## src/rtl/cpu_defs.sv

```systemverilog
// Payload layout shared by IF and ID; the instruction queue itself only
// sees the flattened ENTRY_W-bit vector.
package cpu_defs;

    localparam int PC_W       = 32;
    localparam int INST_W     = 32;
    localparam int EXC_W      = 8;
    localparam int IQ_ENTRY_W = PC_W + INST_W + EXC_W;

    typedef struct packed {
        logic [PC_W-1:0]   pc;
        logic [INST_W-1:0] inst;
        logic [EXC_W-1:0]  exception;
    } iq_entry_t;

endpackage

```

## src/rtl/id_inst_queue_if.sv

```systemverilog
// Fetch/decode side of the instruction queue: push lanes, pop lanes, flush
// control and occupancy.
interface id_inst_queue_if
    import cpu_defs::*;
#(
    parameter int DEPTH   = 8,
    parameter int IN_W    = 2,
    parameter int OUT_W   = 2,
    parameter int ENTRY_W = IQ_ENTRY_W
);

    logic [IN_W-1:0]               in_valid;
    logic [IN_W*ENTRY_W-1:0]       in_data;
    logic                          in_ready;
    logic [OUT_W-1:0]              out_valid;
    logic [OUT_W*ENTRY_W-1:0]      out_data;
    logic [$clog2(OUT_W+1)-1:0]    out_pop;
    logic                          flush;
    logic [$clog2(OUT_W+1)-1:0]    keep_n;
    logic [$clog2(DEPTH+1)-1:0]    count;

    modport master (
        output in_valid, in_data, out_pop, flush, keep_n,
        input  in_ready, out_valid, out_data, count
    );

    modport slave (
        input  in_valid, in_data, out_pop, flush, keep_n,
        output in_ready, out_valid, out_data, count
    );

endinterface

```

## src/rtl/iq_popcount.sv

```systemverilog
// Counts set bits of a lane mask and flags whether the mask is a prefix
// (no valid lane above an invalid one).
module iq_popcount #(
    parameter int W = 2
) (
    input  logic [W-1:0]             bits,
    output logic [$clog2(W+1)-1:0]   cnt,
    output logic                     prefix_ok
);

    localparam int CW = $clog2(W + 1);

    always_comb begin
        cnt = '0;
        for (int unsigned i = 0; i < W; i++) begin
            cnt = cnt + CW'(bits[i]);
        end
    end

    always_comb begin
        prefix_ok = 1'b1;
        for (int unsigned i = 1; i < W; i++) begin
            if (bits[i] && !bits[i-1]) begin
                prefix_ok = 1'b0;
            end
        end
    end

endmodule

```

## src/rtl/id_inst_queue.sv

```systemverilog
// Fetch-to-decode instruction buffer: DEPTH-entry circular FIFO with
// multi-lane push/pop and a flush that can retain the oldest survivors.
module id_inst_queue
    import cpu_defs::*;
#(
    parameter int DEPTH   = 8,
    parameter int IN_W    = 2,
    parameter int OUT_W   = 2,
    parameter int ENTRY_W = IQ_ENTRY_W
) (
    input logic          clk,
    input logic          reset,
    id_inst_queue_if.slave q
);

    localparam int PW = $clog2(DEPTH);
    localparam int CW = $clog2(DEPTH + 1);
    localparam int IW = $clog2(IN_W + 1);

    if (DEPTH < 2 || (DEPTH & (DEPTH - 1)) != 0) begin : g_bad_depth
        $error("id_inst_queue: DEPTH must be a power of two >= 2");
    end
    if (DEPTH < IN_W || DEPTH < OUT_W) begin : g_bad_width
        $error("id_inst_queue: DEPTH must be >= IN_W and >= OUT_W");
    end

    logic [ENTRY_W-1:0] mem [DEPTH];
    logic [PW-1:0]      head_q;
    logic [PW-1:0]      tail_q;
    logic [CW-1:0]      count_q;

    logic [IW-1:0]      push_n;
    logic               prefix_ok;
    logic               in_ready;
    logic               push_fire;
    logic [CW-1:0]      pop_req;
    logic [CW-1:0]      pop_cnt;
    logic [CW-1:0]      remain;
    logic [CW-1:0]      keep_req;
    logic [CW-1:0]      keep_cnt;
    logic [CW-1:0]      push_cnt;
    logic [PW-1:0]      head_pop;

    iq_popcount #(.W(IN_W)) u_push_cnt (
        .bits      (q.in_valid),
        .cnt       (push_n),
        .prefix_ok (prefix_ok)
    );

    // Ready depends on registered occupancy only, so a same-cycle pop never
    // opens the input and there is no path from out_pop/flush to in_ready.
    always_comb begin
        in_ready  = count_q <= CW'(DEPTH - IN_W);
        push_fire = in_ready && (|q.in_valid);
        pop_req   = CW'(q.out_pop);
        pop_cnt   = (pop_req < count_q) ? pop_req : count_q;
        remain    = count_q - pop_cnt;
        keep_req  = CW'(q.keep_n);
        keep_cnt  = (keep_req < remain) ? keep_req : remain;
        push_cnt  = push_fire ? CW'(push_n) : '0;
        head_pop  = head_q + PW'(pop_cnt);
    end

    assign q.in_ready = in_ready;
    assign q.count    = count_q;

    always_comb begin
        q.out_valid = '0;
        q.out_data  = '0;
        for (int unsigned i = 0; i < OUT_W; i++) begin
            q.out_valid[i] = count_q > CW'(i);
            if (count_q > CW'(i)) begin
                q.out_data[i*ENTRY_W +: ENTRY_W] = mem[head_q + PW'(i)];
            end
        end
    end

    always_ff @(posedge clk) begin
        if (reset) begin
            head_q  <= '0;
            tail_q  <= '0;
            count_q <= '0;
        end else if (q.flush) begin
            head_q  <= head_pop;
            tail_q  <= head_pop + PW'(keep_cnt);
            count_q <= keep_cnt;
        end else begin
            head_q  <= head_pop;
            tail_q  <= tail_q + PW'(push_cnt);
            count_q <= count_q - pop_cnt + push_cnt;
        end
    end

    always_ff @(posedge clk) begin
        if (!reset && !q.flush && push_fire) begin
            for (int unsigned i = 0; i < IN_W; i++) begin
                if (IW'(i) < push_n) begin
                    mem[tail_q + PW'(i)] <= q.in_data[i*ENTRY_W +: ENTRY_W];
                end
            end
        end
    end

    a_in_valid_prefix: assert property (@(posedge clk) disable iff (reset) prefix_ok);

endmodule

```

## src/flat_wrapper.sv

```systemverilog
// flat-port wrapper written by rule: the top's interface ports become plain ports
module id_inst_queue_flat import cpu_defs::*;
#(
    parameter int DEPTH   = 8,
    parameter int IN_W    = 2,
    parameter int OUT_W   = 2,
    parameter int ENTRY_W = IQ_ENTRY_W
)
  (clk, reset, q_in_valid, q_in_data, q_out_pop, q_flush, q_keep_n, q_in_ready, q_out_valid, q_out_data, q_count);
  id_inst_queue_if #(.DEPTH(DEPTH), .IN_W(IN_W), .OUT_W(OUT_W), .ENTRY_W(ENTRY_W)) q_i ();
  input logic clk;
  input logic reset;
  input wire logic [$bits(q_i.in_valid)-1:0] q_in_valid;
  input wire logic [$bits(q_i.in_data)-1:0] q_in_data;
  input wire logic [$bits(q_i.out_pop)-1:0] q_out_pop;
  input wire logic [$bits(q_i.flush)-1:0] q_flush;
  input wire logic [$bits(q_i.keep_n)-1:0] q_keep_n;
  output wire logic [$bits(q_i.in_ready)-1:0] q_in_ready;
  output wire logic [$bits(q_i.out_valid)-1:0] q_out_valid;
  output wire logic [$bits(q_i.out_data)-1:0] q_out_data;
  output wire logic [$bits(q_i.count)-1:0] q_count;
  assign q_i.in_valid = q_in_valid;
  assign q_i.in_data = q_in_data;
  assign q_i.out_pop = q_out_pop;
  assign q_i.flush = q_flush;
  assign q_i.keep_n = q_keep_n;
  assign q_in_ready = q_i.in_ready;
  assign q_out_valid = q_i.out_valid;
  assign q_out_data = q_i.out_data;
  assign q_count = q_i.count;
  id_inst_queue #(.DEPTH(DEPTH), .IN_W(IN_W), .OUT_W(OUT_W), .ENTRY_W(ENTRY_W)) u_core (.clk(clk), .reset(reset), .q(q_i));
endmodule
```

## config.mk

```make
export PLATFORM = sky130hd
export DESIGN_NAME = id_inst_queue_flat
export DESIGN_NICKNAME = d
export VERILOG_FILES = /design/src/rtl/cpu_defs.sv /design/src/rtl/id_inst_queue_if.sv /design/src/rtl/iq_popcount.sv /design/src/rtl/id_inst_queue.sv /design/src/flat_wrapper.sv
export SDC_FILE = /design/constraint.sdc
export NUM_CORES = 1
export LEC_CHECK = 0
export BUFFER_PORTS_ARGS = -buffer_cell sky130_fd_sc_hd__buf_4
export CAP_MARGIN = 0
export CORE_UTILIZATION = 40
export DETAILED_ROUTE_END_ITERATION = 16
export GPL_TIMING_DRIVEN = 0
export PLACE_DENSITY_LB_ADDON = 0.25
export SLEW_MARGIN = 20
export SYNTH_ARGS = -nofsm -noshare
export SYNTH_HDL_FRONTEND = slang
export SYNTH_SLANG_ARGS = --single-unit
```

## constraint.sdc

```tcl
create_clock -name clk -period 18.5 [get_ports clk]
set_input_delay 1.85 -clock clk [delete_from_list [all_inputs] [get_ports clk]]
set_output_delay 1.85 -clock clk [all_outputs]
set_load 0.005 [all_outputs]
```

== Yosys cells after proc, flatten, opt, wreduce, memory -nomap -nowiden ==
Memory sizes are Yosys's and may differ from the RTL's. A register that Yosys moved wholly into a read port is not among the register bits.
Index checks and enable logic that the tools add are counted.
W data, S select, Z words.
Word-level totals
  flip-flop bits (word level): 10
  bits in writable memories: 576
  output and inout bits: 151
  memories: 1
Cells by class
  add/subtract/negate cells: 8
  $lt $le $gt $ge: 7
  mux-type cells: 14
  reductions and logical operators: 6
Memory list
  u_core.mem: words 8, width 72, rd ports 2, clocked after memory_dff 1, write ports 2, line id_inst_queue.sv:27  | logic [ENTRY_W-1:0] mem [DEPTH];
Operators with widths (count)
  $mux W72: 2
  $mux W4: 3
  $add A3 B3 Y3: 3
  $gt A4 B1 Y1 const B: 2
  $lt A2 B4 Y1: 2
  $add A3 B1 Y3 const B: 2
  $mux W1: 6
  $mux W3: 2
  $add A4 B4 Y4: 1
  $le A4 B3 Y1 const B: 1
  $lt A1 B2 Y1 const A: 2
  $sub A4 B4 Y4: 1
  $logic_and A1 B1 Y1: 3
  $add A1 B1 Y2: 1
  $logic_not A1 Y1: 2
  $mux W2: 1
  $reduce_or A2 Y1: 1

== Logic depth before layout (Yosys ltp) ==
  word-level depth: 7
  depth in mapped cells: 19

== Modules after synthesis ==
From an unflattened synthesis, not the netlist that was laid out.
Unflattened totals
  cells, all modules: 2096
  area total of the unflattened synthesis: 34211.6 sq um
By module, submodules not included
  id_inst_queue: times used 1, cells each 2091, area each 34175.3 sq um, seq. area each 17496.8 sq um
  iq_popcount: times used 1, cells each 5, area each 36.3 sq um, seq. area each 0.0 sq um

== Worst setup path after synthesis ==
OpenSTA, ideal clock, no wires.
  path type: input to register
  start point: input port q_in_valid[0]
  end point: memory u_core.mem[1][0] (netlist bit) (enable)
  setup time: 612 ps
  arrival: 8168 ps
  required time: 17888 ps
  path slack: 9719 ps
  stages on the path: 5
  path through: inv_1 -> ha_1 -> a311oi_4 -> nand3_1 -> o32ai_1
RTL lines
  from (decl): line flat_wrapper.sv:13  | input wire logic [$bits(q_i.in_valid)-1:0] q_in_valid;
  to (decl): line id_inst_queue.sv:27

==> results.md <==
* Placed Cells at 3608
* Total CTS buffers at slightly above 70
* Hold Buf Count CTS at 0
* Crit path kind: reg2out
* Clock tree buffer depth at 3
* Largest net degree at the start of global routing at 16
* Unrepaired setup endpoints after global routing: false
* CTS Sinks at between 500 and 600
* Antenna violations before repair at 19
* Port bufs at slightly above 300
* # Post-CTS Setup Buffers at 0
* Reg2reg path depth at 18
* Yosys cell types at 51
* Mapped Nets at approximately 2300
* Crit path required time at 16.65 ns
* First-pass detailed-route iteration total at 5
* HP Class: reg2reg
* CP Launch Type: flip-flop
* Post-synth EDFFs at between 500 and 600
* Initial Utilization at 40.4%
* Vias after detailed routing at 22300
* Worst vdd ir at approximately 0.09 mV
* First-pass GRT wire length at between 150000 and 200000 um
* Mapped Area at 35000 um^2
* Max-cap violation count at 0
* CP endpoint kind: output pin
* Remaining antenna violation count at 0
* Compound-Gate Fraction of Synth Area at 1.71%
* Largest family of logic cells by synthesized area: multiplexers
* YS warnings at 0
* Slew margin rel. at 18.7%
* Setup TNS at 0 ns
* Post-synth ARST share at 0%
* Reg-to-Reg Start: u_core.q.count[1]$_SDFF_PP0_
* H-tree depth at 3
* Root buffer cell: clkbuf_16
* Finish-stage setup viols at 0
* Register Area at about 17000 um^2
* Initial DRC Count at approximately 2200
* R2R Path End: u_core.tail_q[2]$_SDFF_PP0_
* Worst slew pin tran at 1.22 ns
* CP arrival at ~4.6 ns
* Outcome: finished clean
* Final net count at 2699
* Multi-input logic area at between 15000 and 20000 um^2
* Boundary pin count at between 300 and 400
* Xor/xnor cell area share of the yosys netlist at less than 1%
* Clock skew at between 0.015 and 0.02 ns
* CTS clk-pin slew, worst paths at around 0.050 ns
* DIE HEIGHT at ~300 um
* Vias in the first global route at ~23000
* Die area at approximately 89000 um^2
* Synthesized flop and latch total at 586
* Leakage at about 14 nW
* Post-DR wirelength/cell at approximately 30 um
* Number of fill cells at approximately 7400
* GPL Wtd Cong at 0.844
* Fin. Hold Viols at 0
* Total wire length at 114000 um
* Crit. Startpoint: u_core.head_q[0]$_SDFF_PP0_
* Non-Filler Instances at approximately 3700
* Core Area at 86800 um^2
* Power Density at around 130 nW/um^2
* Syn_area_per_cell at about 17 um^2
* Seq/Total Area, Yosys at about 50%
* Period minus WS final at ~6.5 ns
* Post-Synth Adder-Cell Area at less than 1%
* Post-Synth Simple-Gate Area at 3.32%
* Share of post-route cells with drive strength above 1 at between 50% and 60%
* Die Wd at roughly 300 um
* CTS tree: yes
* Worst Setup EP: q_out_data[55]
* Worst-Skew Late Latency at approximately 0.63 ns
* Via/cell ratio at ~6
* Placed wire-length estimate at a little under 80000 um
* Post-CTS sizing at 0
* FP Rows at ~110
* Area Overhead vs Synth at 21.0%
* Final Max Tran Viols at 0
* Total global-route track usage at about a quarter
* Post-synth top flop: edfxtp_1
* Total power at ~0.0057 W
* Fin crit share at a little over a third
* Post-Syn Instances at about 2100
* R2R Setup Slk at ~14 ns
* Crit-path max FO at 10
* FMAX at around 150 MHz
* Mux share of post-synthesis cell area at about 41%
* Remaining DRCs at 0
* Grt total ovfl at 0
[report_power, final]
part	leakage (nW)	switching (W)	internal [W]	total, W
Sequential	5.28	0.0000385	0.00155	0.00159
Combinational	8.07	0.00151	0.00124	0.00275
Clock	1.07	0.000566	0.000769	0.00133
[metrics by stage]
stage	utilization (%)	hold WS [ns]	cell area [um^2]	setup WS, ns
final	48.9	0.712	42400	12.04
after global routing	48.9	0.794	42400	12.05
after CTS	48.8	0.723	42300	12.11
after detailed placement	46.3	0.717	40200	12.67
after global placement	44.7	0.692	38700	2.31
after floorplan	-	0.613	35000	9.72
[layout make-up]
class | count | share of cell area [%]
Antenna cell | 8 | 0.0472
Timing Repair Buffer | 362 | 8.36
Clock buffer | 90 | 4.46
Sequential cell | 586 | 41.3
Tap cell | 1155 | 3.41
Multi-Input combinational cell | 1328 | 39.0
Buffer | 162 | 2.64
Clock inverter | 39 | 0.717
Inverter | 17 | 0.151
[cell families (layout without fill, tap and decap cells)]
group	after synthesis	after routing
muxes	941	941
DFF	586	586
and+or+nand+nor	261	261
buffers and inverters	179	670
AOI/OAI and AO/OA	99	99
adders and majority gates	18	18
xor gates and xnor gates	9	9
other	0	8
[flip-flops by register name, indices dropped and copies added (netlist names)]
register	count
u_core.mem	576
u_core.tail_q	3
u_core.head_q	3
u_core.q.count	4
[worst max-delay path, stage by stage, from the launching register on]
cell and delay, ns:
dfxtp_1 0.38, buf_2 0.36, clkbuf_1 0.82, buf_1 0.92, buf_2 0.49, mux4_2 0.36
mux2i_1 0.36, nor2_1 0.10, buf_4 0.16
[synthesized netlist by cell type (21+ instances only)]
master      n  area (um^2)
buf_1      34          128
a21oi_1    75          375
clkbuf_1   51          191
mux4_2    288         6490
nand2_1   149          559
buf_6      22          248
nor2_1     81          304
mux2_4    140         2100
mux2_2    385         4340
mux2i_1    75          751
buf_4      21          158
mux2_1     53          597
edfxtp_1  576        17300
[metal layers]
metal	track usage [%]	routed length [um]
met1	32.2	44000
met4	8.46	3470
met5	0	142
met3	5.91	9570
met2	43.0	57000
[layout by cell type, fill, tap and decap left out, types with 21 or more instances in the layout]
master	n
clkbuf_1	64
mux4_2	288
edfxtp_1	576
buf_16	33
buf_1	28
buf_2	22
clkinv_1	21
buf_6	32
mux2i_1	75
nor2_1	80
mux2_2	385
a21oi_1	75
clkbuf_16	73
mux2_4	140
nand2_1	149
mux2_1	53
buf_4	323
[how the worst min path moves through the flow]
stage                                     start                           to  slack, ns  depth (start not counted)
global placement    u_core.head_q[0]$_SDFF_PP0_  u_core.head_q[0]$_SDFF_PP0_       0.69                          2
CTS                 u_core.head_q[0]$_SDFF_PP0_  u_core.head_q[0]$_SDFF_PP0_       0.72                          2
global route        u_core.head_q[0]$_SDFF_PP0_  u_core.head_q[0]$_SDFF_PP0_       0.79                          2
floorplan           u_core.head_q[0]$_SDFF_PP0_  u_core.head_q[0]$_SDFF_PP0_       0.61                          2
detailed placement  u_core.head_q[0]$_SDFF_PP0_  u_core.head_q[0]$_SDFF_PP0_       0.72                          2
finish              u_core.head_q[0]$_SDFF_PP0_  u_core.head_q[0]$_SDFF_PP0_       0.71                          2
No activity file was read; power rests on OpenSTA's default activity.
